$ cat src/rtl/grey_seq_ctrl.sv
// Sequencer for a chain of grey-code decade digits: count strobes, carry ripple and reset/flush handshake.
// Optional GREY_SEQ_STATUS_EN adds o_inc_total, a saturating count of completed increments.
module grey_seq_ctrl #(
    parameter int pDIGITS  = 4,
    parameter int pPULSE_W = 2,
    parameter int pLOW_W   = 2
) (
    input  logic               i_clk,
    input  logic               i_rst,
    input  logic               i_inc,
    input  logic               i_clr,
    input  logic [pDIGITS-1:0] i_roll,
    output logic               o_rst,
    output logic [pDIGITS-1:0] o_cnt,
    output logic               o_busy,
    output logic               o_ack,
`ifdef GREY_SEQ_STATUS_EN
    output logic [15:0]        o_inc_total,
`endif
    output logic               o_ovf
);

    localparam int DW   = (pDIGITS > 1) ? $clog2(pDIGITS) : 1;
    localparam int MAXW = (pPULSE_W > pLOW_W) ? pPULSE_W : pLOW_W;
    localparam int CW   = $clog2(MAXW + 1);
    localparam logic [DW-1:0] LAST_D = DW'(pDIGITS - 1);
    localparam logic [CW-1:0] HI_END = CW'(pPULSE_W - 1);
    localparam logic [CW-1:0] LO_END = CW'(pLOW_W - 1);

    typedef enum logic [2:0] {
        RST_HOLD, FLUSH_HI, FLUSH_LO, RELEASE, IDLE, INC_HI, INC_LO, DONE
    } state_t;

    state_t             state, state_nxt;
    logic [CW-1:0]      cyc;
    logic [DW-1:0]      d, d_nxt;
    logic               pend_inc, pend_inc_nxt;
    logic               pend_clr, pend_clr_nxt;
    logic               clr_seq, clr_seq_nxt;
    logic               ovf_nxt, ack_nxt, last;
    logic [pDIGITS-1:0] cnt_nxt;

    always_comb begin
        state_nxt    = state;
        d_nxt        = d;
        pend_inc_nxt = pend_inc;
        pend_clr_nxt = pend_clr;
        clr_seq_nxt  = clr_seq;
        ovf_nxt      = o_ovf;
        ack_nxt      = 1'b0;
        cnt_nxt      = '0;
        last = (state == FLUSH_HI || state == INC_HI) ? (cyc == HI_END) : (cyc == LO_END);

        // Requests arriving while busy park in one-deep latches; repeats are absorbed.
        if (state != IDLE) begin
            pend_inc_nxt = pend_inc | i_inc;
            pend_clr_nxt = pend_clr | i_clr;
        end

        case (state)
            RST_HOLD: if (last) state_nxt = FLUSH_HI;
            FLUSH_HI: if (last) state_nxt = FLUSH_LO;
            FLUSH_LO: if (last) state_nxt = RELEASE;
            RELEASE: begin
                if (last) begin
                    state_nxt = IDLE;
                    if (clr_seq) begin
                        ack_nxt     = 1'b1;
                        ovf_nxt     = 1'b0;
                        clr_seq_nxt = 1'b0;
                    end
                end
            end
            IDLE: begin
                if (i_clr || pend_clr) begin
                    state_nxt    = RST_HOLD;
                    pend_clr_nxt = 1'b0;
                    clr_seq_nxt  = 1'b1;
                    pend_inc_nxt = pend_inc | i_inc;
                end else if (i_inc || pend_inc) begin
                    state_nxt    = INC_HI;
                    d_nxt        = '0;
                    pend_inc_nxt = 1'b0;
                end
            end
            INC_HI: if (last) state_nxt = INC_LO;
            INC_LO: begin
                if (last) begin
                    if (i_roll[d] && d != LAST_D) begin
                        d_nxt     = d + DW'(1);
                        state_nxt = INC_HI;
                    end else begin
                        if (i_roll[d]) ovf_nxt = 1'b1;
                        state_nxt = DONE;
                        ack_nxt   = 1'b1;
                    end
                end
            end
            DONE:    state_nxt = IDLE;
            default: state_nxt = RST_HOLD;
        endcase

        // Strobes are decoded from the next state so the output registers carry them glitch-free.
        if (state_nxt == FLUSH_HI)
            cnt_nxt = '1;
        else if (state_nxt == INC_HI)
            cnt_nxt[d_nxt] = 1'b1;
    end

    always_ff @(posedge i_clk) begin
        if (i_rst) begin
            state    <= RST_HOLD;
            cyc      <= '0;
            d        <= '0;
            pend_inc <= 1'b0;
            pend_clr <= 1'b0;
            clr_seq  <= 1'b0;
            o_rst    <= 1'b1;
            o_cnt    <= '0;
            o_busy   <= 1'b1;
            o_ack    <= 1'b0;
            o_ovf    <= 1'b0;
        end else begin
            state    <= state_nxt;
            cyc      <= (state_nxt != state) ? '0 : cyc + CW'(1);
            d        <= d_nxt;
            pend_inc <= pend_inc_nxt;
            pend_clr <= pend_clr_nxt;
            clr_seq  <= clr_seq_nxt;
            o_rst    <= (state_nxt == RST_HOLD) || (state_nxt == FLUSH_HI) || (state_nxt == FLUSH_LO);
            o_cnt    <= cnt_nxt;
            o_busy   <= (state_nxt != IDLE);
            o_ack    <= ack_nxt;
            o_ovf    <= ovf_nxt;
        end
    end

`ifdef GREY_SEQ_STATUS_EN
    logic clr_done, inc_done;
    assign clr_done = (state == RELEASE) && last && clr_seq;
    assign inc_done = (state == INC_LO) && (state_nxt == DONE);

    always_ff @(posedge i_clk) begin
        if (i_rst || clr_done)
            o_inc_total <= '0;
        else if (inc_done && o_inc_total != 16'hFFFF)
            o_inc_total <= o_inc_total + 16'd1;
    end
`endif

endmodule

$ cat config.mk
export PLATFORM = sky130hd
export DESIGN_NAME = grey_seq_ctrl
export DESIGN_NICKNAME = d
export VERILOG_FILES = /design/src/rtl/grey_seq_ctrl.sv
export SDC_FILE = /design/constraint.sdc
export NUM_CORES = 1
export LEC_CHECK = 0
export ABC_CLOCK_PERIOD_IN_PS = 2550
export CORE_ASPECT_RATIO = 0.7
export CORE_UTILIZATION = 35
export CTS_CLUSTER_DIAMETER = 120
export DETAILED_ROUTE_END_ITERATION = 8
export GPL_TIMING_DRIVEN = 0
export HOLD_SLACK_MARGIN = 0.06
export MAX_ROUTING_LAYER = met4
export PLACE_DENSITY = 0.54
export SYNTH_ARGS = -nofsm -noshare
export SYNTH_HDL_FRONTEND = slang
export SYNTH_SLANG_ARGS = --single-unit
$ cat constraint.sdc
create_clock -name i_clk -period 2.55 [get_ports i_clk]
set_input_delay 0.3825 -clock i_clk [delete_from_list [all_inputs] [get_ports i_clk]]
set_output_delay 0.3825 -clock i_clk [all_outputs]
set_load 0.01 [all_outputs]
Word level (Yosys, flattened, before mapping)
Index checks and enable logic that the tools add are counted.
{"block": "word_totals", "latch_bits": 0, "word_cells": 94, "reg_bits": 18, "n_memories": 0, "inputBits": 8, "mem_bits_ro": 0, "mem_bits_rw": 0}
{"block": "classes", "add_sub_neg": 2, "reduce_logical": 13, "n_bitwise": 2, "n_shift": 0, "div_mod_pow": 0, "mul": 0, "n_lt_le_gt_ge": 3, "mux": 42, "n_eq_ne": 21}
{"cell": "two-way mux 3 bit", "n": 8}
{"cell": "case mux 3 bit (8 select lines)", "n": 1}
{"cell": "two-way mux 1 bit", "n": 20}
{"cell": "== test 3 bit, second input constant", "n": 5}
{"cell": "!= test 2 bit, second input constant", "n": 7}
{"cell": "two-way mux 2 bit", "n": 5}
{"cell": "== test 3 x 2 -> 1 bit, second input constant", "n": 3}
{"cell": "two-way mux 4 bit", "n": 2}
{"cell": "== test 3 x 1 -> 1 bit, second input constant", "n": 2}
{"cell": "zero test 3 bit", "n": 2}
{"cell": "less-than comparator 2 x 3 -> 1 bit, second input constant", "n": 2}
{"cell": "!= test 3 bit, second input constant", "n": 2}
{"cell": "case mux 1 bit (2 select lines)", "n": 3}
{"cell": "AND reduction 6 bit", "n": 1}
{"cell": "adder 2 x 1 -> 2 bit, second input constant", "n": 2}
{"cell": "logical OR 1 bit", "n": 4}
{"cell": "case mux 2 bit (2 select lines)", "n": 1}
{"cell": "nonzero test 2 bit", "n": 2}
{"cell": "!= test 3 bit", "n": 1}
{"cell": "AND reduction 3 bit", "n": 1}
{"cell": "binary-select mux 1 bit (select 2 bit)", "n": 1}
{"cell": "demux 1 bit (select 2 bit)", "n": 1}
{"cell": "== test 2 x 1 -> 1 bit, second input constant", "n": 1}
{"cell": ">= comparator 2 x 1 -> 1 bit, second input constant", "n": 1}
{"cell": "other kinds (3)", "n": 5}

Logic depth before layout (Yosys ltp)
Gate-level depths: netlist of the first run.
{"block": "depth", "word_depth": 12, "ltp_mapped": 9}

Least setup slack after synthesis of the first run
Ideal clock, no wire load.
{"block": "synth_timing", "path_kind": "flip-flop to flip-flop", "from": "register d[1]", "to": "register o_cnt[0]", "arrival_time_ns": 1.717, "slack_ns": 0.754, "setup_ns": 0.079, "required_time_ns": 2.471, "stages_incl_launch_ff": 7, "path_cell_list": "dfxtp_1 -> ha_1 -> or2_2 -> o22ai_1 -> a221oi_1 -> or3_4 -> a211oi_2"}
{"block": "synth_between", "elab_chain_cells": 12, "elab_cells_between_ends": 22, "cone_classes": "add/sub (1); order compare (2); eq/ne (3); mux (14); reduce/logical (2)"}
{"element": "start: declaration", "line": "36", "rtl": "logic [DW-1:0] d, d_nxt;"}
{"element": "start signal: assignment", "line": "126", "rtl": "d <= d_nxt;"}
{"element": "binary-select mux 1 bit (select 2 bit)", "line": "89", "rtl": "if (i_roll[d] && d != LAST_D) begin"}
{"element": "two-way mux 1 bit (implied by the code)", "line": "89"}
{"element": "logical AND 1 bit", "line": "89"}
{"element": "two-way mux 2 bit", "line": "89"}
{"element": "two-way mux 2 bit", "line": "88", "rtl": "if (last) begin"}
{"element": "case mux 2 bit (2 select lines)", "line": "60", "rtl": "case (state)"}
{"element": "less-than comparator 2 x 3 -> 1 bit (implied by the code) or >= comparator 2 x 1 -> 1 bit (tied branches)", "line": "107", "rtl": "cnt_nxt[d_nxt] = 1'b1;"}
{"element": "logical AND 1 bit (implied by the code)", "line": "107"}
{"element": "two-way mux 1 bit (implied by the code)", "line": "107"}
{"element": "demux 1 bit (select 2 bit)", "line": "107"}
{"element": "two-way mux 4 bit", "line": "106", "rtl": "else if (state_nxt == INC_HI)"}
{"element": "two-way mux 4 bit (*)", "line": "104", "rtl": "if (state_nxt == FLUSH_HI)"}
{"element": "end signal: assignment", "line": "131", "rtl": "o_cnt <= cnt_nxt;"}
{"element": "end: declaration", "line": "14", "rtl": "output logic [pDIGITS-1:0] o_cnt,"}
Every way passes the cells marked *; elsewhere a longest branch is shown, timed or not. The select of a mux whose other input is x is not followed.
A chain may end at the register's enable or synchronous reset.

Worst setup path in the final report of the first run
{"block": "layout_timing", "from": "register d[1]", "to": "register d[0]"}
{"block": "layout_between", "elab_chain_cells": 6, "elab_cells_between_ends": 7, "cone_classes": "eq/ne (1); mux (5); reduce/logical (1)"}
{"element": "binary-select mux 1 bit (select 2 bit)", "line": "89"}
{"element": "two-way mux 1 bit (implied by the code)", "line": "89"}
{"element": "logical AND 1 bit (*)", "line": "89"}
{"element": "two-way mux 2 bit (*)", "line": "89"}
{"element": "two-way mux 2 bit (*)", "line": "88"}
{"element": "case mux 2 bit (2 select lines) (*)", "line": "60"}
Marks and branches as above.

==> results of run 1 <==
flip-flops by register name (all words and copies together), names as in the netlist:
name	count
pend_inc	1
o_ovf	1
d	2
o_ack	1
o_busy	1
clr_seq	1
cyc	2
state	3
o_rst	1
pend_clr	1
o_cnt	4
power breakdown:
part / internal, mW / switching (mW)
Sequential: 0.343 / 0.0172
Combinational: 0.167 / 0.178
Clock: 0.137 / 0.0961
routing by layer:
metal	vias up	wire length, um	track usage
li1	398	-	-
met1	349	995	0.1931
met2	21	759	0.2196
met3	5	108	0.04897
met4	0	23	0.05581
met5	-	0	-
worst max-delay path: cells and delay by family (launching register included):
family / cells / cell delay (ps)
simple gates: 3 / 620
mux: 1 / 280
flops: 1 / 390
buf+inv: 1 / 170
compound gates: 1 / 360
fa+ha+maj: 1 / 240
cell families (layout without fill, tap and decap cells):
kind of cell / count (synthesis) / count (layout) / share of synthesized area
buffers and inverters: 7 / 26 / 0.04137
AOI/OAI and AO/OA: 23 / 23 / 0.1710
muxes: 4 / 4 / 0.04414
and+or+nand+nor: 42 / 42 / 0.2800
xor gates and xnor gates: 4 / 4 / 0.03863
DFF: 18 / 18 / 0.3972
adders and majority gates: 2 / 2 / 0.02758
final cells by class:
type | count | area (um2)
plain buffers | 6 | 33.78
inverters | 1 | 3.754
fillers | 258 | 1304
repair buffers | 15 | 150.1
well taps | 34 | 42.54
multi-input cells | 75 | 509.2
flip-flops and latches | 18 | 360.3
clock buffers | 4 | 55.05
placed cells by master (no fill, tap or decap), types with 2 or more instances in the layout:
| cell | instances |
|---|---|
| dfxtp_1 | 18 |
| clkdlybuf4s50_1 | 15 |
| nor2_1 | 9 |
| a21oi_1 | 8 |
| nand2_1 | 7 |
| nor3_1 | 5 |
| mux2i_1 | 4 |
| clkbuf_8 | 4 |
| buf_2 | 3 |
| o21ai_0 | 3 |
| nand2b_1 | 3 |
| clkbuf_1 | 2 |
| and2_1 | 2 |
| nor2b_1 | 2 |
| xor2_1 | 2 |
| xnor2_1 | 2 |
| a31oi_1 | 2 |
| a211oi_1 | 2 |
| ha_1 | 2 |
through the flow:
step,hold WS [ps],utilization
global route,460.9,0.4697
global placement,419.7,0.4473
floorplan,407.5,-
CTS,435.4,0.4697
finish,433.9,0.4697
detailed placement,424.7,0.4473
worst min-delay path by stage:
stage	cells after the start	startpoint	slack, ps	endpoint
floorplan	1	cyc[0]	410	cyc[0]
global placement	1	cyc[0]	420	cyc[0]
detailed placement	1	cyc[0]	420	cyc[0]
CTS	1	cyc[0]	440	cyc[0]
global route	1	cyc[0]	460	cyc[0]
finish	1	cyc[0]	430	cyc[0]
==> flow_summary.ini, run 1 <==
[cts]
clock_sinks = 18
cts.root.buffer_cell = clkbuf_8
tritoncts = yes
clock_latency_late_sink_ps = 250
htree_levels = 1
postCtsHoldBufs = 0
max-clock-path-buffers = 2
cts_resized = 0
cts_post_setup_buffers_inserted = 0
worst_setup_hold_path_clk_slew_ps = 70
number_of_cts_inserted_buffers = 3

[drt]
routed_wirelength_mm = 1.886
drtPass1Iterations = 4
route.vias.total = 773
drt.antenna.violating_nets = 0
drc = 0
post_drt_wl_per_cell_um = 12.33
initialDrtViolationCount = 21
routed_via_density = 5.052

[place]
place.port_buffers = 15
placed_cells_incl_taps = 149
post-place-ws_ps = 334.7
gpl.final_weighted_congestion = 0.7319
dp.final_hpwl_mm = 1.385
dpl-instance-area_um2 = 1100

[die]
die_y_um = 44.60
floorplan.core_area_um2 = 2459
start_util = 0.3690
num_io_pins = 16
dieWidth_um = 62.85
floorplan.die_area_um2 = 2803
placementRows = 15

[logic_synthesis]
postSynthNetCount = 110
ys.warnings.count = 0
ys_seq_area_frac = 0.3972
syn_avg_cell_area_um2 = 9.071
synth-async-reset-ratio = 0
synth_top_cell_by_area = dfxtp_1
synthesis.instances = 100
number_of_unique_standard_cell_types_used_by_synthesis = 41
yosysMostFrequentCell = dfxtp_1
synth_seq_cells = 18
synthDominantCellAreaShare = 0.3972
netlist_top_cells_area = dfxtp_1 (40%), a21oi_1 (4.4%), mux2i_1 (4.4%)
post_synth_most_frequent_cells = dfxtp_1 (18), nor2_1 (9), a21oi_1 (8)
netlist_area_um2 = 907.1
synth-edff-count = 0
synth_top_flop_cell = dfxtp_1

[grt]
gr-usage-all-layers = 0.1501
largest_net_degree_at_the_start_of_global_routing = 11
first_pass_grt_wire_length_mm = 3.042
grt_pass1_vias = 648
antenna_found_initial = 0
grt_overflow_total = 0

[final_layout]
total_number_of_nets_in_the_final_design = 130
final_cell_count_no_fill = 153
antenna_cells_inserted = 0
drive_gt1_frac = 0.1513
final_design_area_no_fill_um2 = 1155
syn2layout_area_growth_pct = 27.31

[critical_path]
crit_start = d[1]
rr_worst_depth = 7
startpoint_of_the_lowest_slack_register_to_register_path = d[1]
crit_chain = ha_1 -> or2_2 -> o22ai_1 -> and2_1 -> buf_2 -> mux2i_1 -> nor2b_1
setup.worst_path.end_class = flop
timing.reg2reg.setup_slack_ps = 430
worstPathMaxFanout = 9
critical_path_required_ps = 2740
setup.worst_path.start_class = flop
maximum_cell_stage_delay_along_the_critical_path_ps = 390
worst_path_max_delay_cell = dfxtp_1
timing.setup.critical_path_class = flop to flop
rr_endpoint = d[0]
cp_data_arrival_time_ps = 2310
critical_path.endpoint = d[0]

[sta]
finalMaxSlewViolations = 0
max_slew.worst_pin.slew_ps = 584.6
setup-tns-final_ps = 0
final_critical_path_setup_slack_ps = 427.0
grt_setup_unrepaired = false
setup_viol = 0
finalHoldViolations = 0
fin_crit_ps = 2123
maxClockFrequency_ghz = 0.4710
worst_clock_skew_ps = 1.323
max_slew_margin = 0.6052
final_min_period_over_clock_period = 0.8325

[power_and_ir_drop]
worst_ir_drop_vdd_mv = 0.2397
power_mw = 0.9384
leakage_nw = 0.4256
power_per_cell_area_nw_per_um2 = 812.6

[run_status]
outcome = complete, no violations

[run]
maxCapViolations = 0

[worst_hold_path]
holdCritPathClass = flop to flop
(Power assumes the default switching activity.)
==> run 2: changes to the inputs <==
Settings changed: ABC_CLOCK_PERIOD_IN_PS 2550 to 1990.
Clock period 2.55 ns to 1.99 ns, I/O delays scaled along.
==> run 2 against run 1 <==
Routed wire length rose by 5.2%. Setup slack got worse by 350 ps. Die area did not move. Critical path depth fell by 2. Sequential power rose by 28%. Largest power group unchanged.
==> flow_summary.ini, run 2 (same netlist as run 1, synthesis figures left out) <==
[final_layout]
antenna_cells_inserted = 0
largestRegisters = o_cnt x4, state x3
drive_gt1_frac = 0.2101
final_cell_count_no_fill = 153
total_number_of_nets_in_the_final_design = 130
layout.cells.most_common = dfxtp_1
fin_util = 0.4921
largest-register = o_cnt
most-common-layout-cells = dfxtp_1 (17), clkdlybuf4s50_1 (15), nor2_1 (9)
syn2layout_area_growth_pct = 33.38
max_ffs_per_register = 4
fillers = 253

[grt]
gr-usage-all-layers = 0.1525
grt_pass1_vias = 674
gr-usage-met2 = 0.2283
grtUsageMet3 = 0.04897
antenna_found_initial = 0
largest_net_degree_at_the_start_of_global_routing = 11
first_pass_grt_wire_length_mm = 3.098
globalRouteMet1Util = 0.1931
global_route.peak_usage_layer = met2
grt_overflow_total = 0

[critical_path]
worst_path_max_delay_cell = or4_4
top_cell_by_count_worst_path = a21oi_1
setup.worst_path.end_class = flop
maximum_cell_stage_delay_along_the_critical_path_ps = 520
timing.setup.critical_path_class = flop to flop
critical_path_required_ps = 2180
crit_chain = or3b_4 -> or4_4 -> a21oi_1 -> a21oi_1 -> a21oi_1
worstPathMaxFanout = 9
setup.worst_path.start_class = flop
cp_data_arrival_time_ps = 2110

[drt]
drt.antenna.violating_nets = 0
post_drt_wl_per_cell_um = 12.97
initialDrtViolationCount = 13
routed_wirelength_mm = 1.985
drc = 0
routed_via_density = 5.059
drtPass1Iterations = 2
route.vias.total = 774

[sta]
fin_crit_ps = 1918
finalMaxSlewViolations = 0
max_slew.worst_pin.slew_ps = 496.6
final_min_period_over_clock_period = 0.9637
finalHoldViolations = 0
final_critical_path_setup_slack_ps = 72.32
maxClockFrequency_ghz = 0.5215
setup_viol = 0
worst_clock_skew_ps = 1.792
max_slew_margin = 0.6689

[place]
post-place-ws_ps = -141.3
gpl.final_weighted_congestion = 0.7319
dp.final_hpwl_mm = 1.385
place.port_buffers = 15
placed_cells_incl_taps = 149

[die]
num_io_pins = 16
die_y_um = 44.60
floorplan.die_area_um2 = 2803
dieWidth_um = 62.85
placementRows = 15
floorplan.core_area_um2 = 2459
start_util = 0.3690

[cts]
htree_levels = 1
clock_latency_late_sink_ps = 250
number_of_cts_inserted_buffers = 3
clock_sinks = 18
tritoncts = yes
cts.root.buffer_cell = clkbuf_8
postCtsHoldBufs = 0
max-clock-path-buffers = 2
worst_setup_hold_path_clk_slew_ps = 70

[power_and_ir_drop]
leakage_nw = 0.4445
worst_ir_drop_vdd_mv = 0.3284
power_per_cell_area_nw_per_um2 = 999.4

[worst_hold_path]
holdCritPathClass = flop to flop

[run]
maxCapViolations = 0

[run_status]
outcome = complete, no violations
## run 2: repair_timing
action,CTS,global route
gates cloned,0,0
pin swaps,0,1
gates resized for setup,2,7
setup endpoints to repair,6,5
buffers inserted,0,1
## run 2: metal layers
layer  vias to the layer above  wire (um)
li1                        398          -
met1                       358       1002
met2                        14        878
met3                         4         83
met4                         0         19
met5                         -          0
## run 2: path summary, 6_finish.rpt
kind         startpoint  endpoint  slack (ps)  cells after the start
min              cyc[0]    cyc[0]         430                      1
min reg2reg      cyc[0]    cyc[0]         430                      1
max            state[2]  o_cnt[1]          70                      5
max reg2reg    state[2]  o_cnt[1]          70                      5
## run 2: layout make-up
cell class	count	area, um2	area share
multi-input combinational	75	559.3	0.4623
sequential	18	361.6	0.2989
timing repair buffer	16	157.7	0.1303
clock buffer	4	55.05	0.04550
tap	34	42.54	0.03516
buffer	5	30.03	0.02482
inverter	1	3.754	0.003102
## run 2: metrics by stage
stage / area, um2 / total power, mW / hold slack (ps) / setup TNS [ps]
6_report: 1210 / 1.209 / 433.9 / 0
5_1_grt: 1210 / 1.290 / 460.9 / -2.862
4_1_cts: 1169 / 1.222 / 435.4 / 0
3_5_place_dp: 1100 / 0.9118 / 424.7 / -442.0
3_3_place_gp: 1100 / 0.9045 / 419.7 / -421.8
2_1_floorplan: 907.1 / 0.7578 / 407.5 / 0
## run 2: power breakdown
group | total (mW) | switching [mW] | internal, mW
Sequential | 0.462 | 0.0222 | 0.439
Clock | 0.299 | 0.123 | 0.176
Combinational | 0.448 | 0.230 | 0.218
Total | 1.21 | 0.376 | 0.834
## run 2: worst max-delay path, delay by kind of cell (launching register included)
kind / cells / cell delay (ps)
flip-flops: 1 / 470
AO/OA/AOI/OAI: 3 / 390
AND/OR/NAND/NOR: 2 / 990
==> run 3: changes to the inputs <==
Settings changed: PLACE_DENSITY 0.54 to 0.66, RECOVER_POWER set to 100.
==> run 3 against run 2 <==
Total power shrank 2.6%. Final cell count grew 2.0%. Setup slack gained 3.4 ps. Largest power group unchanged. Critical endpoint is now o_cnt[3]. Cell area grew 2.2%. Core utilization grew 1.1 points. Die area is the same. Sequential power is essentially flat. Sequential cell count is the same. Fmax grew 0.18%.
==> flow_summary.ini, run 3 (same netlist as run 1, synthesis figures left out) <==
[power_and_ir_drop]
power_frac_comb = 0.361
power_per_cell_area_nw_per_um2 = 952.5
leakage_nw = 0.4730
worst_ir_drop_vdd_mv = 0.5185
cell_internal_pwr_mw = 0.8157
share_clk_of_total_power = 0.250
power.share.sequential = 0.389
switching_share = 0.3073
power_mw = 1.178
switchingPower_mw = 0.3619

[drt]
drt.antenna.violating_nets = 0
route.vias.total = 783
routed_wirelength_mm = 1.882
drc = 0
routed_via_density = 5.019
post_drt_wl_per_cell_um = 12.06
drtPass1Iterations = 4
initialDrtViolationCount = 23

[die]
floorplan.die_area_um2 = 2803
num_io_pins = 16
die_y_um = 44.60
dieWidth_um = 62.85
placementRows = 15
floorplan.core_area_um2 = 2459
start_util = 0.3690

[critical_path]
cpLargestDelayFamily = simple AND/OR/NAND/NOR gates
timing.reg2reg.setup_slack_ps = 80
timing.setup.critical_path_class = flop to flop
maximum_cell_stage_delay_along_the_critical_path_ps = 470
worstPathMaxFanout = 9
worst_path_max_delay_cell = or3b_2
cp_data_arrival_time_ps = 2100
crit_chain = ha_1 -> nand2b_1 -> o22ai_4 -> and2_1 -> clkbuf_4 -> or3b_2 -> a31oi_1
critical_path_required_ps = 2170
path_buf_inv = 1
setup.worst_path.end_class = flop
setup.worst_path.start_class = flop

[final_layout]
most-common-layout-cells = dfxtp_1 (16), dlygate4sd3_1 (10), nor2_1 (9)
fin_util = 0.5028
syn2layout_area_growth_pct = 36.28
drive_gt1_frac = 0.2377
largest-register = o_cnt
final_cell_count_no_fill = 156
max_ffs_per_register = 4
layout.cells.most_common = dfxtp_1
total_number_of_nets_in_the_final_design = 133
largestRegisters = o_cnt x4, state x3
antenna_cells_inserted = 0
fillers = 239
final_design_area_no_fill_um2 = 1236

[place]
place.port_buffers = 15
dpl-instance-area_um2 = 1100
placed_cells_incl_taps = 149
gpl.final_weighted_congestion = 0.8063
dp.final_hpwl_mm = 1.345

[run]
maxCapViolations = 0

[sta]
setup-tns-final_ps = 0
final_min_period_over_clock_period = 0.9619
max_slew.worst_pin.slew_ps = 474.3
maxClockFrequency_ghz = 0.5224
worst_clock_skew_ps = 1.891
setup_viol = 0
fin_crit_ps = 1914
finalMaxSlewViolations = 0
finalHoldViolations = 0
grt_setup_unrepaired = true
max_slew_margin = 0.6838

[run_status]
outcome = complete, no violations

[grt]
gr-usage-all-layers = 0.1443
largest_net_degree_at_the_start_of_global_routing = 11
first_pass_grt_wire_length_mm = 2.980
grt_overflow_total = 0
grt_pass1_vias = 654
antenna_found_initial = 0

[cts]
clock_latency_late_sink_ps = 250
clock_sinks = 18
htree_levels = 1
worst_setup_hold_path_clk_slew_ps = 70
tritoncts = yes
max-clock-path-buffers = 2
cts.root.buffer_cell = clkbuf_8
number_of_cts_inserted_buffers = 3

[worst_hold_path]
holdCritPathClass = flop to flop
-- run 3: final cells by class --
cell class | instances | area (um2) | area share
multi-input combinational | 75 | 559.3 | 0.4524
buffer | 5 | 32.53 | 0.02632
clock buffer | 4 | 55.05 | 0.04453
tap | 34 | 42.54 | 0.03441
inverter | 1 | 3.754 | 0.003036
sequential | 18 | 362.8 | 0.2935
timing repair buffer | 19 | 180.2 | 0.1457
-- run 3: metal layers --
layer	up-vias	global-route usage	routed length (um)
li1	406	-	-
met1	360	0.1818	926
met2	17	0.2283	872
met3	0	0.05412	83
met4	0	0.01395	0
met5	-	-	0
-- run 3: power by group through the flow --
stage / sequential, mW / combinational (mW) / clock, mW
floorplan: 0.491 / 0.267 / 0
global placement: 0.467 / 0.431 / 0
detailed placement: 0.469 / 0.433 / 0
CTS: 0.461 / 0.436 / 0.305
global route: 0.466 / 0.464 / 0.323
finish: 0.459 / 0.425 / 0.294
-- run 3: through the flow --
stage | hold slack (ps) | worst slack [ps]
CTS | 437.0 | 23.35
finish | 432.6 | 75.73
global placement | 417.4 | -109.4
floorplan | 407.5 | 193.9
detailed placement | 426.8 | -138.2
global route | 463.9 | -33.72
-- run 3: worst paths after layout --
path              endpoint  startpoint  cells past startpoint
setup reg to reg  o_cnt[3]        d[1]                      7
hold / removal      cyc[0]      cyc[0]                      1
setup / recovery  o_cnt[3]        d[1]                      7
hold reg to reg     cyc[0]      cyc[0]                      1
-- run 3: repair_timing --
action / 4_1_cts / 5_1_grt
hold buffers: 0 / 0
hold endpoints to repair: 0 / 0
setup endpoints to repair: 6 / 6
resized for setup: 2 / 9
setup buffers: 0 / 4
pin swaps: 0 / 3
